### config.mk
export PLATFORM = sky130hd
export DESIGN_NAME = step_sequencer
export DESIGN_NICKNAME = d
export VERILOG_FILES = /design/src/rtl/step_seq_pkg.sv /design/src/rtl/step_sequencer_settle_timer.sv /design/src/rtl/step_sequencer.sv
export SDC_FILE = /design/constraint.sdc
export NUM_CORES = 1
export LEC_CHECK = 0
export ABC_CLOCK_PERIOD_IN_PS = 2400
export BUFFER_PORTS_ARGS = -buffer_cell sky130_fd_sc_hd__buf_2
export CORE_ASPECT_RATIO = 1.1
export CORE_MARGIN = 8
export CORE_UTILIZATION = 40
export DETAILED_ROUTE_END_ITERATION = 12
export PLACE_DENSITY = 0.57
export SYNTH_ARGS = -nofsm -noshare
export SYNTH_HDL_FRONTEND = slang
export SYNTH_SLANG_ARGS = --single-unit
### constraint.sdc
create_clock -name clk_i -period 2.4 [get_ports clk_i]
set_input_delay 0.48 -clock clk_i [delete_from_list [all_inputs] [get_ports clk_i]]
set_output_delay 0.48 -clock clk_i [all_outputs]
set_load 0.01 [all_outputs]
### src/rtl/step_seq_pkg.sv
// Shared definitions for the DAC/ADC characterisation sweep controller:
// state encoding and default sweep/settle parameters.
package step_seq_pkg;

  localparam int NSTEPS_DEF = 92;
  localparam int SETTLE_DEF = 5000;
  localparam int SETTLE_W   = 16;

  typedef enum logic [3:0] {
    ST_IDLE     = 4'd0,
    ST_DAC_REQ  = 4'd1,
    ST_DAC_WAIT = 4'd2,
    ST_SETTLE   = 4'd3,
    ST_ADC_REQ  = 4'd4,
    ST_ADC_WAIT = 4'd5,
    ST_TX_REQ   = 4'd6,
    ST_TX_WAIT  = 4'd7,
    ST_NEXT     = 4'd8
  } state_t;

endpackage

### src/rtl/step_sequencer_settle_timer.sv
// Clearable, enabled up-counter that flags when it sits on a programmable
// terminal value. Clear has priority over enable.
module settle_timer
  import step_seq_pkg::*;
#(
  parameter int W = SETTLE_W
) (
  input  logic         clk,
  input  logic         rst,
  input  logic         clear,
  input  logic         enable,
  input  logic [W-1:0] last_count,
  output logic         terminal
);

  logic [W-1:0] count;

  always_ff @(posedge clk or posedge rst) begin
    if (rst) begin
      count <= '0;
    end else if (clear) begin
      count <= '0;
    end else if (enable) begin
      count <= count + W'(1);
    end
  end

  assign terminal = (count == last_count);

endmodule

### src/rtl/step_sequencer.sv
// Sweep controller: walks the voltage-ROM address and, for each step, runs
// DAC write -> settle -> ADC conversion -> UART transmit via start/done handshakes.
module step_sequencer
  import step_seq_pkg::*;
#(
  parameter int NSTEPS        = NSTEPS_DEF,
  parameter int AW            = 8,
  parameter int SETTLE_CYCLES = SETTLE_DEF
) (
  input  logic          clk_i,
  input  logic          rst_i,
  input  logic          start_i,
  output logic [AW-1:0] addr_o,
  output logic          dac_start_o,
  input  logic          dac_done_i,
  output logic          adc_start_o,
  input  logic          adc_done_i,
  output logic          tx_start_o,
  input  logic          tx_done_i,
  output logic          busy_o,
  output logic          done_o
);

  localparam logic [AW-1:0]       LAST_ADDR   = AW'(NSTEPS - 1);
  localparam logic [SETTLE_W-1:0] SETTLE_LAST = SETTLE_W'(SETTLE_CYCLES - 1);

  state_t state;
  logic   settle_done;

  // Counter is held at zero outside SETTLE, so every settle period starts from 0.
  settle_timer #(
    .W(SETTLE_W)
  ) u_settle_timer (
    .clk        (clk_i),
    .rst        (rst_i),
    .clear      (state != ST_SETTLE),
    .enable     (state == ST_SETTLE),
    .last_count (SETTLE_LAST),
    .terminal   (settle_done)
  );

  // Outputs are set on the transition into the state they belong to, so each
  // start pulse and done_o coincide exactly with their state and are registered.
  always_ff @(posedge clk_i or posedge rst_i) begin
    if (rst_i) begin
      state       <= ST_IDLE;
      addr_o      <= '0;
      dac_start_o <= 1'b0;
      adc_start_o <= 1'b0;
      tx_start_o  <= 1'b0;
      busy_o      <= 1'b0;
      done_o      <= 1'b0;
    end else begin
      dac_start_o <= 1'b0;
      adc_start_o <= 1'b0;
      tx_start_o  <= 1'b0;
      done_o      <= 1'b0;
      case (state)
        ST_IDLE: begin
          if (start_i) begin
            state       <= ST_DAC_REQ;
            addr_o      <= '0;
            dac_start_o <= 1'b1;
            busy_o      <= 1'b1;
          end
        end
        ST_DAC_REQ: state <= ST_DAC_WAIT;
        ST_DAC_WAIT: begin
          if (dac_done_i) state <= ST_SETTLE;
        end
        ST_SETTLE: begin
          if (settle_done) begin
            state       <= ST_ADC_REQ;
            adc_start_o <= 1'b1;
          end
        end
        ST_ADC_REQ: state <= ST_ADC_WAIT;
        ST_ADC_WAIT: begin
          if (adc_done_i) begin
            state      <= ST_TX_REQ;
            tx_start_o <= 1'b1;
          end
        end
        ST_TX_REQ: state <= ST_TX_WAIT;
        ST_TX_WAIT: begin
          if (tx_done_i) begin
            state  <= ST_NEXT;
            done_o <= (addr_o == LAST_ADDR);
          end
        end
        ST_NEXT: begin
          if (addr_o == LAST_ADDR) begin
            state  <= ST_IDLE;
            addr_o <= '0;
            busy_o <= 1'b0;
          end else begin
            state       <= ST_DAC_REQ;
            addr_o      <= addr_o + AW'(1);
            dac_start_o <= 1'b1;
          end
        end
        default: begin
          state  <= ST_IDLE;
          addr_o <= '0;
          busy_o <= 1'b0;
        end
      endcase
    end
  end

endmodule

# [Word level (Yosys, flattened, before mapping)]
# Index checks and enable logic that the tools add are counted.
[word_totals] output_inout_bits=13 regBits=33 word_cells=58 in_bits=6
[classes] n_eq_ne=17 n_reduce_logical=6 n_bitwise=1 n_addsub=2 muxes=24
[op_table] operator="one-hot mux 4 bit (9 select lines)" count=1
[op_table] operator="2-to-1 mux 16 bit" count=2
[op_table] operator="one-hot mux 8 bit (3 select lines)" count=1
[op_table] operator="2-to-1 mux 4 bit" count=5
[op_table] operator="adder 16 x 1 -> 16 bit (second input constant)" count=1
[op_table] operator="== test 16 x 13 -> 1 bit (second input constant)" count=1
[op_table] operator="== test 4 x 3 -> 1 bit (second input constant)" count=4
[op_table] operator="2-to-1 mux 8 bit" count=2
[op_table] operator="!= test 2 bit (second input constant)" count=6
[op_table] operator="2-to-1 mux 1 bit" count=11
[op_table] operator="adder 8 x 1 -> 8 bit (second input constant)" count=1
[op_table] operator="== test 4 x 2 -> 1 bit (second input constant)" count=2
[op_table] operator="== test 8 x 7 -> 1 bit (second input constant)" count=1
[op_table] operator="OR reduction 7 bit" count=1
[op_table] operator="AND reduction 5 bit" count=1
[op_table] operator="== test 4 x 1 -> 1 bit (second input constant)" count=1
[op_table] operator="== test 4 bit (second input constant)" count=1
[op_table] operator="zero test 4 bit" count=1
[op_table] operator="!= test 4 x 2 -> 1 bit (second input constant)" count=1
[op_table] operator="one-hot mux 1 bit (3 select lines)" count=1
[op_table] operator="AND reduction 3 bit" count=1
[op_table] operator="one-hot mux 1 bit (2 select lines)" count=1
[op_table] operator="AND reduction 2 bit" count=1
[op_table] operator="nonzero test 2 bit" count=1
[op_table] operator="NOT 1 bit" count=1

# [Logic depth before layout (Yosys ltp)]
# Gate-level depths: netlist of the first run.
[depth] depth_word=4 ltp_mapped=6 ltp_nobuf=5

# [Cells and area by module]
# A second synthesis of the first run with hierarchy kept.
[unflattened] hier_cells=190 area_unflattened_um2=1908.1
[by_module_without_submodules] mod="settle_timer" cells_per_inst=101 n_inst=1 area_each_um2=1003.5
[by_module_without_submodules] mod="step_sequencer" cells_per_inst=89 n_inst=1 area_each_um2=904.6

# [Worst setup path before layout of the first run]
# No wires, ideal clock.
[synth_timing] path_kind="reg-to-reg" from="register u_settle_timer.count[0]" to="register state[1]" arrival_ns=1.418 path_stages_with_launch=6 path_slack_ns=0.847 synth_period_minus_slack_ns=1.553 n_path_buf=0 cell_sequence="dfrtp_1 > ha_1 > nor4bb_1 > nand4b_1 > or3_1 > nor4bb_1"
[synth_between] elab_chain_cells=3
[synth_lines] element="from (decl)" line_no="step_sequencer_settle_timer.sv:16" text="logic [W-1:0] count;"
[synth_lines] element="from (signal assigned)" line_no="step_sequencer_settle_timer.sv:24" text="count <= count + W'(1);"
[synth_lines] element="== test 16 x 13 -> 1 bit" line_no="step_sequencer_settle_timer.sv:28" text="assign terminal = (count == last_count);"
[synth_lines] element="!= test 2 bit (no source line)"
[synth_lines] element="AND reduction 5 bit (no source line)"
[synth_lines] element="to (signal assigned)" line_no="step_sequencer.sv:46" text="state <= ST_IDLE;"
[synth_lines] element="to (signal assigned)" line_no="step_sequencer.sv:61" text="state <= ST_DAC_REQ;"
[synth_lines] element="to (signal assigned)" line_no="step_sequencer.sv:67" text="ST_DAC_REQ: state <= ST_DAC_WAIT;"
[synth_lines] element="to (decl)" line_no="step_sequencer.sv:27" text="state_t state;"
# No other way between the ends.
# A chain may end at the register's enable or synchronous reset.

# [Worst setup path after layout of the first run]
# Same ends and word-level chain as after synthesis.

==> impl_metrics.json, run 1 <==
{
  "critical-path-max-stage-delay_ps": 370,
  "synth_edf_count": 0,
  "grt_max_degree": 34,
  "rows": 24,
  "drt_iter0_drc": 63,
  "power_density_nw_per_um2": 758.5,
  "dp_hpwl_um": 2451,
  "p_leak_uw": 0.0008365,
  "fin_crit_ps": 1812,
  "path_class": "flip-flop to flip-flop",
  "clkTransAtPathRegs_ps": 70,
  "setup_tns_ps": 0,
  "ir_drop_mv": 0.3504,
  "seqPwrFrac_pct": 48.5,
  "hp-class": "primary input to asynchronous set/reset pin",
  "dieWidth_um": 77.50,
  "worstSetupEndpointType": "flip-flop",
  "synth.top_cell.area_share_pct": 49.62,
  "wire_per_inst_um": 14.63,
  "hold_viol": 0,
  "n_fill_cell": 380,
  "vias": 1296,
  "cpMostUsedCell": "nor4bb_1",
  "synthTopCellsByCount": "dfrtp_1 (33), nor2_1 (22), a21oi_1 (10), nand2_1 (10), o21ai_0 (9)",
  "final_max_slew_viol_count": 0,
  "boundaryPins": 19,
  "clockBufferDepth": 2,
  "synth-seq-cells": 33,
  "power_uw": 1434,
  "ant_nets": 0,
  "cts_setup_buffers": 0,
  "htreeDepth": 2,
  "final_nets": 193,
  "place.gp.congestion": 0.8068,
  "power_frac_comb_pct": 16.7,
  "rsz0062_at_grt": "no",
  "synth_top_cell_by_area": "dfrtp_1",
  "cp.required_ps": 2540,
  "worstPathMaxFanout": 4,
  "synth_cell_types": 39,
  "ys_seq_area_share_pct": 49.62,
  "status": "finished clean",
  "fmax_mhz": 552.0,
  "synth_flop_cell": "dfrtp_1",
  "cts_tree": "built",
  "die_area_sq_um": 6483,
  "fin_crit_sh_pct": 75.48,
  "die_height_um": 83.65,
  "cp_slowest_cell": "dfrtp_1",
  "syn_nets": 174,
  "wl_um": 3467,
  "crit_chain": "ha_1 > nor4bb_1 > nand4b_1 > or3_1 > nor4bb_1",
  "tightest_slew_ps": 558.0,
  "cts-root-buf": "clkbuf_8",
  "cp-start-kind": "flip-flop",
  "overflow": 0,
  "antenna_cells": 0,
  "switchingPower_uw": 418.7,
  "cts.hold.buffers_added": 0,
  "numCtsBuffers": 5,
  "cts_resized": 0,
  "synth_cells": 166,
  "crit_arrival_ps": 1950,
  "drc_errors": 0,
  "setup_viol": 0,
  "skew_ps": 8.167,
  "yosysMostFrequentCell": "dfrtp_1",
  "ys_async_sr_fraction_pct": 100.0,
  "grt_first_pass_wirelength_um": 5961,
  "grt_pass1_vias": 1249,
  "yosys_warnings": 0,
  "clock_sinks": 33,
  "synthTopCellsByArea": "dfrtp_1 (50%), nor2_1 (5.0%), xnor2_1 (4.2%)",
  "synth_area_sq_um": 1664,
  "maxCapViolations": 0,
  "dr.pass1.iters": 4,
  "insertion_delay_ps": 280,
  "antenna_found_initial": 0,
  "p_clk_share_pct": 34.8,
  "power.internal_uw": 1015,
  "avgViaCountPerCell": 5.468,
  "start_util_pct": 41.67,
  "area_growth_pct": 13.61,
  "slew_headroom_pct": 62.80,
  "p_sw_share_pct": 29.20,
  "io_buffers": 18,
  "drive_above_1_share_pct": 18.92,
  "synth.avg_cell_area_sq_um": 10.02,
  "grt_usage_pct": 11.35,
  "placeableCoreArea_sq_um": 3994
}
==> cells in the final DEF (no fill, tap or decap), types with 6 or more instances in the layout <==
master / instances
a21oi_1: 10
buf_2: 18
dfrtp_1: 33
nand2_1: 10
nand3_1: 8
nor2_1: 22
nor3_1: 6
nor4_1: 6
o21ai_0: 9
xnor2_1: 8
xor2_1: 7
==> layer usage <==
metal,global-route usage [%],wire [um],up-vias
met5,0,0,-
met4,4.124,53,0
met3,3.772,104,6
met2,19.48,1765,19
met1,12.64,1544,647
li1,-,-,624
==> cell families after synthesis <==
kind of cell | after synthesis | share of synthesized area, %
multiplexers | 2 | 1.353
adder cells (fa/ha/maj) | 2 | 1.504
XOR/XNOR | 15 | 7.895
AND/OR/NAND/NOR | 77 | 26.54
buffers and inverters | 11 | 3.308
flip-flops | 33 | 49.62
AO/OA/AOI/OAI | 26 | 9.775
==> state kept, by name (all words and copies together), names as in the netlist <==
| name | count |
|---|---|
| dac_start_o | 1 |
| busy_o | 1 |
| addr_o | 8 |
| u_settle_timer.count | 16 |
| done_o | 1 |
| tx_start_o | 1 |
| adc_start_o | 1 |
| state | 4 |
==> per-stage QoR <==
stage / utilization, % / instance area, sq um / instances / setup WS (ps) / hold WS, ps
floorplan: - / 1664 / 166 / 846.7 / 432.9
global placement: 44.74 / 1787 / 230 / 736.8 / 442.5
detailed placement: 44.74 / 1787 / 230 / 633.6 / 458.2
CTS: 47.34 / 1891 / 237 / 596.1 / 274.6
global route: 47.34 / 1891 / 237 / 508.4 / 301.7
finish: 47.34 / 1891 / 237 / 588.5 / 273.8
==> final cells by class <==
type | instances | area (sq um) | share of cell area, %
Clock buffer | 5 | 68.82 | 3.640
Clock inverter | 2 | 35.03 | 1.853
Inverter | 4 | 15.01 | 0.7942
Multi-Input combinational cell | 122 | 783.3 | 41.43
Sequential cell | 33 | 825.8 | 43.68
Tap cell | 52 | 65.06 | 3.441
Timing Repair Buffer | 19 | 97.59 | 5.162
==> power by group through the flow <==
stage	combinational, uW	clock [uW]	sequential, uW
final	240	498	695
after global routing	275	542	706
after CTS	246	516	695
after detailed placement	244	0	705
after global placement	240	0	702
after floorplan	202	0	683
==> worst max-delay path, delay by kind of cell (launching register included) <==
family,cells,cell delay (ps)
fa+ha+maj,1,240
simple gates,4,1060
flops,1,370
==> worst paths after layout <==
check                           slack [ps]               startpoint  cells past startpoint                 endpoint
worst max-delay path                   590  u_settle_timer.count[0]                      5                 state[1]
worst min-delay path                   270                    rst_i                      3                addr_o[5]
worst max register to register         590  u_settle_timer.count[0]                      5                 state[1]
worst min register to register         470  u_settle_timer.count[0]                      1  u_settle_timer.count[0]
max in group asynchronous             1820                    rst_i                      3  u_settle_timer.count[9]
min in group clk_i                     450               adc_done_i                      3               tx_start_o
No activity file was read; power rests on OpenSTA's default activity.
==> inputs of run 2 (changes only) <==
--- a/config.mk
+++ b/config.mk
@@ -5,13 +5,14 @@
 export SDC_FILE = /design/constraint.sdc
 export NUM_CORES = 1
 export LEC_CHECK = 0
-export ABC_CLOCK_PERIOD_IN_PS = 2400
+export ABC_AREA = 1
+export ABC_CLOCK_PERIOD_IN_PS = 1640
 export BUFFER_PORTS_ARGS = -buffer_cell sky130_fd_sc_hd__buf_2
 export CORE_ASPECT_RATIO = 1.1
 export CORE_MARGIN = 8
 export CORE_UTILIZATION = 40
 export DETAILED_ROUTE_END_ITERATION = 12
-export PLACE_DENSITY = 0.57
+export PLACE_DENSITY = 0.59
 export SYNTH_ARGS = -nofsm -noshare
 export SYNTH_HDL_FRONTEND = slang
 export SYNTH_SLANG_ARGS = --single-unit
==> constraint.sdc (replaced) <==
create_clock -name clk_i -period 1.64 [get_ports clk_i]
set_input_delay 0.328 -clock clk_i [delete_from_list [all_inputs] [get_ports clk_i]]
set_output_delay 0.328 -clock clk_i [all_outputs]
set_load 0.01 [all_outputs]
==> run 2 against run 1 <==
  * Clock power rose by 20%
  * Highest routed layer unchanged
  * Non-clock buffer count rose by 1
  * Global-route usage increased by 1.2 points
  * Utilization increased by 0.17 points
  * Flip-flop and latch count unchanged
  * Critical endpoint is now state[0]
  * Sequential share of layout area is 3.7 points lower
  * Sequential power increased by 45%
==> impl_metrics.json, run 2 <==
{
  "n_fill_cell": 439,
  "rsz0062_at_grt": "no",
  "power.internal_uw": 1472,
  "crit_arrival_ps": 1690,
  "power_uw": 2381,
  "mostFrequentLayoutCell": "nand2_1",
  "overflow": 0,
  "dr.pass1.iters": 4,
  "synth-seq-cells": 33,
  "grt_first_pass_wirelength_um": 7044,
  "skew_ps": 2.684,
  "hold_viol": 0,
  "wl_um": 3859,
  "ir_drop_mv": 0.6231,
  "pre_cts_ws_ps": 154.8,
  "clock_sinks": 33,
  "path_class": "flip-flop to flip-flop",
  "fin_ws_ps": 131.9,
  "ys_async_sr_fraction_pct": 100.0,
  "startpoint": "addr_o[0]",
  "final_cell_mix": "nand2_1 (54), nor2_1 (38), inv_1 (34)",
  "dp_hpwl_um": 2834,
  "synth_edf_count": 0,
  "setup_tns_ps": 0,
  "largest_register_ffs": 16,
  "p_clk_share_pct": 25.0,
  "avgViaCountPerCell": 4.769,
  "synthTopCellsByCount": "nand2_1 (54), nor2_1 (38), inv_1 (34)",
  "hp-class": "primary input to asynchronous set/reset pin",
  "status": "finished clean",
  "synth.avg_cell_area_sq_um": 7.476,
  "fin_crit_sh_pct": 91.96,
  "htreeDepth": 2,
  "top_regs": "u_settle_timer.count x16, addr_o x8, state x4",
  "ys_seq_area_share_pct": 45.27,
  "synth_cells": 244,
  "fin_util_pct": 47.51,
  "yosysMostFrequentCell": "nand2_1",
  "die_area_sq_um": 6980,
  "clockBufferDepth": 2,
  "fin_crit_ps": 1508,
  "grt_pass1_vias": 1634,
  "ant_nets": 0,
  "power_density_nw_per_um2": 1153,
  "numPlacedInstances": 317,
  "yosys_warnings": 0,
  "grt_usage_pct": 12.54,
  "synth_top_cell_by_area": "dfrtp_1",
  "tightest_slew_ps": 434.3,
  "antenna_cells": 0,
  "dieWidth_um": 80.39,
  "drt_iter0_drc": 84,
  "area_growth_pct": 13.24,
  "vias": 1550,
  "antenna_found_initial": 0,
  "final_max_slew_viol_count": 0,
  "power_frac_comb_pct": 32.5,
  "cts_setup_buffers": 0,
  "setup_viol": 0,
  "cts_tree": "built",
  "slew_headroom_pct": 71.05,
  "boundaryPins": 19,
  "cts.hold.buffers_added": 0,
  "p_sw_share_pct": 38.16,
  "die_height_um": 86.83,
  "placeableCoreArea_sq_um": 4348,
  "rows": 25,
  "worstRegToRegCells": 8,
  "drive_above_1_share_pct": 16.61,
  "cts_resized": 0,
  "insertion_delay_ps": 280,
  "syn_nets": 252,
  "numCtsBuffers": 5,
  "synth.top_cell.area_share_pct": 45.27,
  "seqPwrFrac_pct": 42.5,
  "maxCapViolations": 0,
  "final_nets": 278,
  "p_leak_uw": 0.001025,
  "cp-start-kind": "flip-flop",
  "place.gp.congestion": 0.8761,
  "worstSetupEndpointType": "flip-flop",
  "synth_area_sq_um": 1824,
  "clkTransAtPathRegs_ps": 70,
  "fmax_mhz": 663.1,
  "io_buffers": 18,
  "start_util_pct": 41.96,
  "grt_max_degree": 34,
  "r2r-start": "addr_o[0]",
  "drc_errors": 0,
  "fin_cells": 325,
  "cts-root-buf": "clkbuf_8",
  "synth_cell_types": 24,
  "switchingPower_uw": 908.6,
  "cp.required_ps": 1820,
  "synth_flop_cell": "dfrtp_1",
  "largest-register": "u_settle_timer.count",
  "wire_per_inst_um": 11.87,
  "worstPathMaxFanout": 7,
  "synthTopCellsByArea": "dfrtp_1 (45%), nand2_1 (11%), nor2_1 (7.8%)"
}
## run 2: area by class of cell
class	count	area [sq um]	share of cell area (%)
clock buffers	8	80.08	3.876
inverters	36	135.1	6.542
multi-input cells	174	852.1	41.25
flip-flops and latches	33	825.8	39.98
well taps	54	67.56	3.271
repair buffers	20	105.1	5.088
## run 2: per-layer routing
metal  up-vias  GRT usage [%]  share of wire (%)
met5         -              0                  0
met3         9          3.002                3.3
met2        31          20.80                 48
met1       686          14.38                 47
li1        824              -                  -
met4         0          6.623                1.7
## run 2: path summary, 6_finish.rpt
| path | to | slack (ps) |
|---|---|---|
| setup reg to reg | state[0] | 130 |
| min in group clk_i | tx_start_o | 300 |
| max in group asynchronous | u_settle_timer.count[1] | 1200 |
| setup / recovery | state[0] | 130 |
| hold / removal | u_settle_timer.count[7] | 130 |
| hold reg to reg | busy_o | 470 |
## run 2: metrics by stage
step	instance area (sq um)	hold slack, ps
floorplan	1824	454.0
global route	2066	182.3
detailed placement	1986	444.1
global placement	1986	448.5
CTS	2066	137.6
finish	2066	127.4
## run 2: cell families after synthesis
kind of cell	Yosys count	share of synthesized area, %
buf+inv	37	8.025
flops	33	45.27
fa+ha+maj	2	1.372
compound gates	24	6.996
simple gates	145	36.90
xor+xnor	3	1.441
## run 2: worst max-delay path, cell delays in order, from the launching register on
cell,delay (ps)
dfrtp_1,460
ha_1,280
inv_1,60
nor2_1,110
nand3_2,150
nand2_2,150
nand2_1,60
nand3_1,80
nand2_1,50
## run 2: power groups by stage
stage / Clock, uW / Combinational (uW) / Sequential [uW]
2_1_floorplan: 0 / 590 / 1030
3_3_place_gp: 0 / 779 / 1020
3_5_place_dp: 0 / 777 / 1030
4_1_cts: 618 / 780 / 1010
5_1_grt: 653 / 889 / 1030
6_report: 596 / 773 / 1010
